--- src/rtl/calc_disp_pkg.sv ---
// Shared types and glyph constants for the calculator result display.
// Optional error blink is enabled by defining CALC_DISP_BLINK_EN.
package calc_disp_pkg;

  typedef enum logic [1:0] {
    IDLE = 2'd0,
    SHOW = 2'd1,
    ERR  = 2'd2
  } state_e;

  typedef struct packed {
    logic [3:0] h;
    logic [3:0] l;
    logic [2:0] f;
  } result_t;

  // Active-low segment patterns, bit order {g,f,e,d,c,b,a}
  localparam logic [6:0] SEG_DASH  = 7'b0111111;
  localparam logic [6:0] SEG_BLANK = 7'b1111111;
  localparam logic [6:0] SEG_E     = 7'b0000110;
  localparam logic [6:0] SEG_R     = 7'b0101111;

endpackage

--- src/rtl/seg7_decode.sv ---
// Combinational hex nibble to active-low seven-segment pattern {g,f,e,d,c,b,a}.
module seg7_decode (
  input  logic [3:0] hex_i,
  output logic [6:0] seg_o
);

  always_comb begin
    // NOTE: a full case with a default keeps this purely combinational; a
    // missing branch here would infer a latch.
    unique case (hex_i)
      4'h0:    seg_o = 7'b1000000;
      4'h1:    seg_o = 7'b1111001;
      4'h2:    seg_o = 7'b0100100;
      4'h3:    seg_o = 7'b0110000;
      4'h4:    seg_o = 7'b0011001;
      4'h5:    seg_o = 7'b0010010;
      4'h6:    seg_o = 7'b0000010;
      4'h7:    seg_o = 7'b1111000;
      4'h8:    seg_o = 7'b0000000;
      4'h9:    seg_o = 7'b0010000;
      4'hA:    seg_o = 7'b0001000;
      4'hB:    seg_o = 7'b0000011;
      4'hC:    seg_o = 7'b1000110;
      4'hD:    seg_o = 7'b0100001;
      4'hE:    seg_o = 7'b0000110;
      default: seg_o = 7'b0001110;
    endcase
  end

endmodule

--- src/rtl/calc_result_display.sv ---
// Captures the calculator result on each Done rising edge and scans it onto a
// 4-digit active-low display. Define CALC_DISP_BLINK_EN to blink the error message.
module calc_result_display
  import calc_disp_pkg::*;
#(
  parameter int REFRESH_CNT = 50000,
  parameter int BLINK_BITS  = 6
) (
  input  logic       clk,
  input  logic       rst,
  input  logic       Done,
  input  logic       div_Err,
  input  logic [3:0] H_Out,
  input  logic [3:0] L_Out,
  input  logic [2:0] F_Q,
  input  logic       clr,
  output logic [3:0] an,
  output logic [6:0] seg,
  output logic       dp,
  output logic       valid
);

  localparam int CW = (REFRESH_CNT > 1) ? $clog2(REFRESH_CNT) : 1;

  if (REFRESH_CNT < 2 || BLINK_BITS < 1) begin : g_bad_cfg
    $error("calc_result_display: REFRESH_CNT must be >= 2 and BLINK_BITS >= 1");
  end

  state_e        state_q, state_d;
  result_t       res_q;
  logic [CW-1:0] ref_cnt_q;
  logic [1:0]    idx_q;
  logic          done_q, armed_q, valid_q;
  logic [3:0]    an_q, an_d;
  logic [6:0]    seg_q, seg_d, hex_seg;
  logic [3:0]    nib;
  logic          cap, term;
`ifdef CALC_DISP_BLINK_EN
  logic [BLINK_BITS-1:0] frame_q;
`endif

  // armed_q masks the first cycle after reset so a Done held across reset is not an edge.
  assign cap  = Done & ~done_q & armed_q;
  assign term = (ref_cnt_q == CW'(REFRESH_CNT - 1));

  always_comb begin
    state_d = state_q;
    if (cap)      state_d = div_Err ? ERR : SHOW;
    else if (clr) state_d = IDLE;
  end

  always_comb begin
    unique case (idx_q)
      2'd0:    nib = res_q.l;
      2'd1:    nib = res_q.h;
      2'd3:    nib = {1'b0, res_q.f};
      default: nib = 4'h0;
    endcase
  end

  seg7_decode u_dec (
    .hex_i (nib),
    .seg_o (hex_seg)
  );

  always_comb begin
    seg_d = SEG_DASH;
    unique case (state_q)
      SHOW:    seg_d = (idx_q == 2'd2) ? SEG_BLANK : hex_seg;
      ERR: begin
        unique case (idx_q)
          2'd0:    seg_d = SEG_BLANK;
          2'd3:    seg_d = SEG_E;
          default: seg_d = SEG_R;
        endcase
      end
      default: seg_d = SEG_DASH;
    endcase

    an_d = ~(4'b0001 << idx_q);
`ifdef CALC_DISP_BLINK_EN
    if (state_q == ERR && frame_q[BLINK_BITS-1]) an_d = 4'b1111;
`endif
  end

  always_ff @(posedge clk) begin
    // NOTE: every register here uses non-blocking assignment so all of them
    // update from the same pre-edge values.
    if (!rst) begin
      state_q   <= IDLE;
      res_q     <= '0;
      ref_cnt_q <= '0;
      idx_q     <= 2'd0;
      done_q    <= 1'b0;
      armed_q   <= 1'b0;
      valid_q   <= 1'b0;
      an_q      <= 4'b1111;
      seg_q     <= SEG_BLANK;
`ifdef CALC_DISP_BLINK_EN
      frame_q   <= '0;
`endif
    end else begin
      done_q  <= Done;
      armed_q <= 1'b1;
      state_q <= state_d;
      valid_q <= (state_d != IDLE);
      if (cap) res_q <= '{h: H_Out, l: L_Out, f: F_Q};

      if (term) begin
        ref_cnt_q <= '0;
        idx_q     <= idx_q + 2'd1;
      end else begin
        ref_cnt_q <= ref_cnt_q + CW'(1);
      end

      an_q  <= an_d;
      seg_q <= seg_d;
`ifdef CALC_DISP_BLINK_EN
      if (cap)                         frame_q <= '0;
      else if (term && idx_q == 2'd3)  frame_q <= frame_q + 1'b1;
`endif
    end
  end

  assign an    = an_q;
  assign seg   = seg_q;
  assign dp    = 1'b1;
  assign valid = valid_q;

endmodule

--- config.mk ---
export PLATFORM = sky130hd
export DESIGN_NAME = calc_result_display
export DESIGN_NICKNAME = d
export VERILOG_FILES = /design/src/rtl/calc_disp_pkg.sv /design/src/rtl/seg7_decode.sv /design/src/rtl/calc_result_display.sv
export SDC_FILE = /design/constraint.sdc
export NUM_CORES = 1
export LEC_CHECK = 0
export CORE_UTILIZATION = 54
export DETAILED_ROUTE_END_ITERATION = 8
export PLACE_DENSITY = 0.87
export SYNTH_ARGS = -nofsm -noshare
export SYNTH_HDL_FRONTEND = slang
export SYNTH_SLANG_ARGS = --single-unit
--- constraint.sdc ---
create_clock -name clk -period 2.7 [get_ports clk]
set_input_delay 0.27 -clock clk [delete_from_list [all_inputs] [get_ports clk]]
set_output_delay 0.27 -clock clk [all_outputs]
set_load 0.1 [all_outputs]
After elaboration in Yosys (flattened, before gate mapping)
Memories as Yosys holds them, arrays and structs flattened.
Index checks and enable logic that the tools add are counted.
{ "op_classes": {"reduce_logical": 3, "eq_ne": 6, "n_shift": 1, "muxes": 8, "bitwise": 5, "n_addsub": 2} }
{ "ops": {"columns": ["cell", "count"], "rows": [
  ["$pmux W7 S2", 2],
  ["$add A16 B1 Y16 const B", 1],
  ["$eq A16 B16 Y1 const B", 1],
  ["$pmux W4 S3", 1],
  ["$mux W7", 1],
  ["$eq A2 B2 Y1 const B", 3],
  ["$mux W2", 3],
  ["$eq A2 B1 Y1 const B", 2],
  ["$not A4 Y4", 1],
  ["$shl A1 B2 Y4 const A", 1],
  ["$add A2 B1 Y2 const B", 1],
  ["$and A1 B1 Y1", 2],
  ["$logic_not A2 Y1", 1],
  ["$not A1 Y1", 2],
  ["$reduce_bool A2 Y1", 1],
  ["$reduce_or A2 Y1", 1],
  ["$mux W1", 1]
]} }
{ "word_totals": {"output_inout_bits": 13, "mem_bits_ro": 112, "mem_count": 1, "reg_bits": 45, "wordCells": 37} }
{ "memory_table": {"columns": ["memory", "words", "word_bits", "read_ports", "rd_clocked_by_memory_dff", "write_ports", "line", "source"], "rows": [
  ["(no name shown)", 16, 7, 1, 0, 0, "seg7_decode.sv:10", "unique case (hex_i)"]
]} }

Longest topological paths before layout
Gate-level depths: netlist of the first run.
{ "logic_depth": {"depth_word": 5, "mapped_depth": 11, "mapped_depth_nobuf": 10} }

By module
A second synthesis of the first run with hierarchy kept.
{ "unflattened": {"hier_cells": 240, "hier_area_um2": 2182.1} }
{ "modules_own_cells": {"columns": ["mod", "cells_each", "area_each_um2", "seq_area_each_um2", "n_inst"], "rows": [
  ["calc_result_display", 208, 1906.8, 900.9, 1],
  ["seg7_decode", 32, 275.3, 0.0, 1]
]} }

Worst setup path after synthesis of the first run
OpenSTA, ideal clock, no wires.
{ "synth_path": {"path_kind": "reg-to-reg", "startpoint": "register idx_q[0]", "endpoint": "register seg_q[6], in the netlist seg[6]", "n_path_buf": 1, "period_less_slack_ps": 2224, "path_stages_with_launch": 11, "required_ps": 2577, "arrival_time_ps": 2101, "setup_slack_ps": 476, "cell_sequence": "dfxtp_1 inv_1 ha_1 buf_6 a222oi_1 or2_2 inv_1 ha_1 mux2_2 a221oi_1 nor2_1"} }
{ "synth_via": {"elab_chain_len": 5, "word_cells_on_any_way": 9} }
{ "synth_rtl": {"columns": ["element", "line", "source"], "rows": [
  ["start: declaration", "calc_result_display.sv:32", "logic [1:0] idx_q;"],
  ["start signal: assignment", "calc_result_display.sv:111", "idx_q <= idx_q + 2'd1;"],
  ["$eq A2 B2 Y1 (tied with other cells)", "calc_result_display.sv:53, calc_result_display.sv:71", null],
  ["$pmux W4 S3", "calc_result_display.sv:53", "unique case (idx_q)"],
  ["$mem_v2 Z16 W7", null, null],
  ["$mux W7", "calc_result_display.sv:69", "SHOW: seg_d = (idx_q == 2'd2) ? SEG_BLANK : hex_seg;"],
  ["$pmux W7 S2 (*)", "calc_result_display.sv:68", "unique case (state_q)"],
  ["end signal: assignment", "calc_result_display.sv:117", "seg_q <= seg_d;"],
  ["end: declaration", "calc_result_display.sv:35", "logic [6:0] seg_q, seg_d, hex_seg;"]
]} }
Mark *: on every way between the ends. The rest lies on a longest branch, timed or not.
A chain may end at the register's enable or synchronous reset.

Final worst setup path of the first run
{ "layout_path": {"startpoint": "register idx_q[1]", "endpoint": "register seg_q[6], in the netlist seg[6]"} }
Same word-level chain as after synthesis.

==> out/qor.csv, run 1 <==
metric,value,unit
dp_cells,314,
grt_max_degree,19,
hold_buffers,0,
start_kind,flop,
htree_levels,2,
crit_top_cell,inv_1,
rsz0062_at_grt,no,
critPathSlowestCell,dfxtp_1,
end_kind,flop,
p_clk_share,31.4,%
grt.overflow.total,0,
drive_gt1_share,10.9,%
worst-path-buf-inv,3,
power,1.27,mW
avgRoutedWirePerCell,12.6,um
cp_top_family,compound AO/OA/AOI/OAI gates,
path_clk_slew,80,ps
required,2890,ps
tns,0,ps
cts_root_buf,clkbuf_8,
synth_cell_types,44,
max_freq,405,MHz
vdd.ir_drop.worst,0.325,mV
drc,0,
yosysSeqAreaShare,42.7,%
power.leakage,0.950,nW
die_x,64.5,um
holdCritPathClass,flop to flop,
max_cap_violations,0,
core_area,0.00372,mm2
grt_pass1_wl,7.04,mm
hold_viol,0,
cp_max_fo,6,
initial_core_util,56.7,%
die_area,0.00416,mm2
ys_ff_latch,45,
grt_use_total,21.7,%
wl,4.05,mm
power.switching,346,uW
p_sw_share,27.3,%
ys_warn_count,0,
synth_nets,276,
power_frac_comb,13.7,%
p_seq_share,54.9,%
drt_iter0_markers,100,
path_class,flop to flop,
cts_buffers,5,
io-pin-count,29,
final_cells,322,
io_buffers,27,
area_growth,17.2,%
grt_pass1_vias,1604,
final_max_slew_viol_count,0,
clock_latency,300,ps
dieHeight,64.5,um
row_count,22,
r2r_cells,10,
path_cells,"inv_1, ha_1, a222oi_1, inv_1, nand2_1, inv_1, ha_1, mux2_2, a221oi_1, nor2_1",
status,finished clean,
power_density,513,mW/mm2
dpl.hpwl,3.02,mm
antenna_found_initial,0,
worstPathArrival,2660,ps
skew,5.35,ps
layout_commonest_cell,dfxtp_1,
num_vias,1743,
cts_tree,done,
post-route-period-util,91.5,%
syn_area,0.00211,mm2
cp.depth,10,
ctsResizeCount,0,
clock_sinks,45,
vias_per_cell,5.41,
hold_depth,2,
p_int,922,uW
final_cell_mix,"dfxtp_1 (45), nand2_1 (40), nor2_1 (26)",
cts_setup_buffers,0,
fin_crit,2470,ps
nNetsFinal,305,
setup_viol,0,
diodes,0,
avgSynthCellArea,8.61,um2
gp_congestion,0.890,
drt_pass1_iterations,4,
synth_cells,245,
detail-route-antenna-nets,0,
cts_buffer_depth,2,
crit_path_max_incr_delay,430,ps
==> worst min-delay path: cells and delay by family (launching register included) <==
family,cells,cell delay [ps]
simple gates,1,50
flops,1,320
compound gates,1,50
==> worst paths after layout <==
path / start / endpoint / slack, ps
worst max-delay path: idx_q[1] / seg[6] / 230
worst min register to register: res_q[2] / res_q[2] / 460
worst max register to register: idx_q[1] / seg[6] / 230
worst min-delay path: res_q[2] / res_q[2] / 460
==> Yosys cell counts, drive strengths merged <==
library cell / count / area [um2]
a211o: 1 / 10.0
a211oi: 1 / 7.51
a21o: 2 / 15.0
a21oi: 15 / 78.8
a221oi: 1 / 8.76
a222oi: 3 / 30.0
a22o: 1 / 10.0
a22oi: 1 / 12.5
a31oi: 3 / 18.8
a41o: 1 / 10.0
and2: 1 / 6.26
and3: 2 / 12.5
and4: 1 / 8.76
and4b: 1 / 10.0
buf: 3 / 26.3
clkbuf: 6 / 22.5
clkinv: 1 / 3.75
conb: 1 / 3.75
dfxtp: 45 / 901
ha: 15 / 188
inv: 13 / 48.8
mux2: 1 / 11.3
mux2i: 2 / 20.0
nand2: 40 / 150
nand3: 6 / 30.0
nand3b: 1 / 7.51
nand4: 5 / 31.3
nor2: 26 / 97.6
nor2b: 1 / 6.26
nor3: 5 / 25.0
nor4: 7 / 43.8
nor4b: 1 / 8.76
nor4bb: 1 / 10.0
o2111ai: 1 / 8.76
o211ai: 3 / 22.5
o21ai: 5 / 25.0
or2: 4 / 25.0
or3: 2 / 12.5
xnor2: 12 / 105
xor2: 4 / 35.0
==> power groups by stage <==
stage / combinational (mW) / sequential [mW] / clock, mW
after floorplan: 0.0680 / 0.765 / 0
after global placement: 0.170 / 0.712 / 0
after detailed placement: 0.173 / 0.712 / 0
after CTS: 0.173 / 0.696 / 0.404
after global routing: 0.187 / 0.698 / 0.428
final: 0.174 / 0.696 / 0.398
==> registers in the layout, summed over array words and instances, names as in the netlist <==
signal,cells
ref_cnt_q,16
res_q,11
seg,7
an,4
idx_q,2
state_q,2
armed_q,1
done_q,1
valid,1
==> cells by family after synthesis <==
group	after synthesis	synth area share [%]
mux	3	1.48
other cells	1	0.178
flops	45	42.7
buf+inv	23	4.81
xor+xnor	16	6.65
compound gates	38	12.2
simple gates	104	23.0
fa+ha+maj	15	8.90
==> cell type report <==
type	count	area, um2
clock inverter	1	8.76
inverter	14	52.6
tap	48	60.1
multi-input combinational	177	1110
timing repair buffer	31	270
fill	304	1240
clock buffer	6	72.6
sequential	45	901
==> per-stage QoR <==
| step | util (%) | setup slack (ps) | area (um2) | hold WS [ps] |
|---|---|---|---|---|
| 3_3_place_gp | 64.1 | 388 | 2380 | 450 |
| 4_1_cts | 66.3 | 201 | 2460 | 461 |
| 6_report | 66.5 | 229 | 2470 | 458 |
| 2_1_floorplan | - | 476 | 2110 | 298 |
| 3_5_place_dp | 64.1 | 220 | 2380 | 451 |
| 5_1_grt | 66.5 | 24.0 | 2470 | 490 |
==> layer usage <==
layer  track usage [%]  part of all wire [%]  vias to the layer above
met5                 0                     0                        -
met4              8.33                   1.5                        0
met2              34.7                    46                       48
met1              28.1                    47                      794
met3              5.28                   4.8                        5
li1                  -                     -                      896
Note: power is estimated with default switching activity, not from simulation.
==> inputs of run 2 (changes only) <==
--- a/config.mk
+++ b/config.mk
@@ -5,6 +5,7 @@
 export SDC_FILE = /design/constraint.sdc
 export NUM_CORES = 1
 export LEC_CHECK = 0
+export CAP_MARGIN = 25
 export CORE_UTILIZATION = 54
 export DETAILED_ROUTE_END_ITERATION = 8
 export PLACE_DENSITY = 0.87
==> results of run 2 <==
No change in the layout: final DEF, timing and power equal those of run 1.
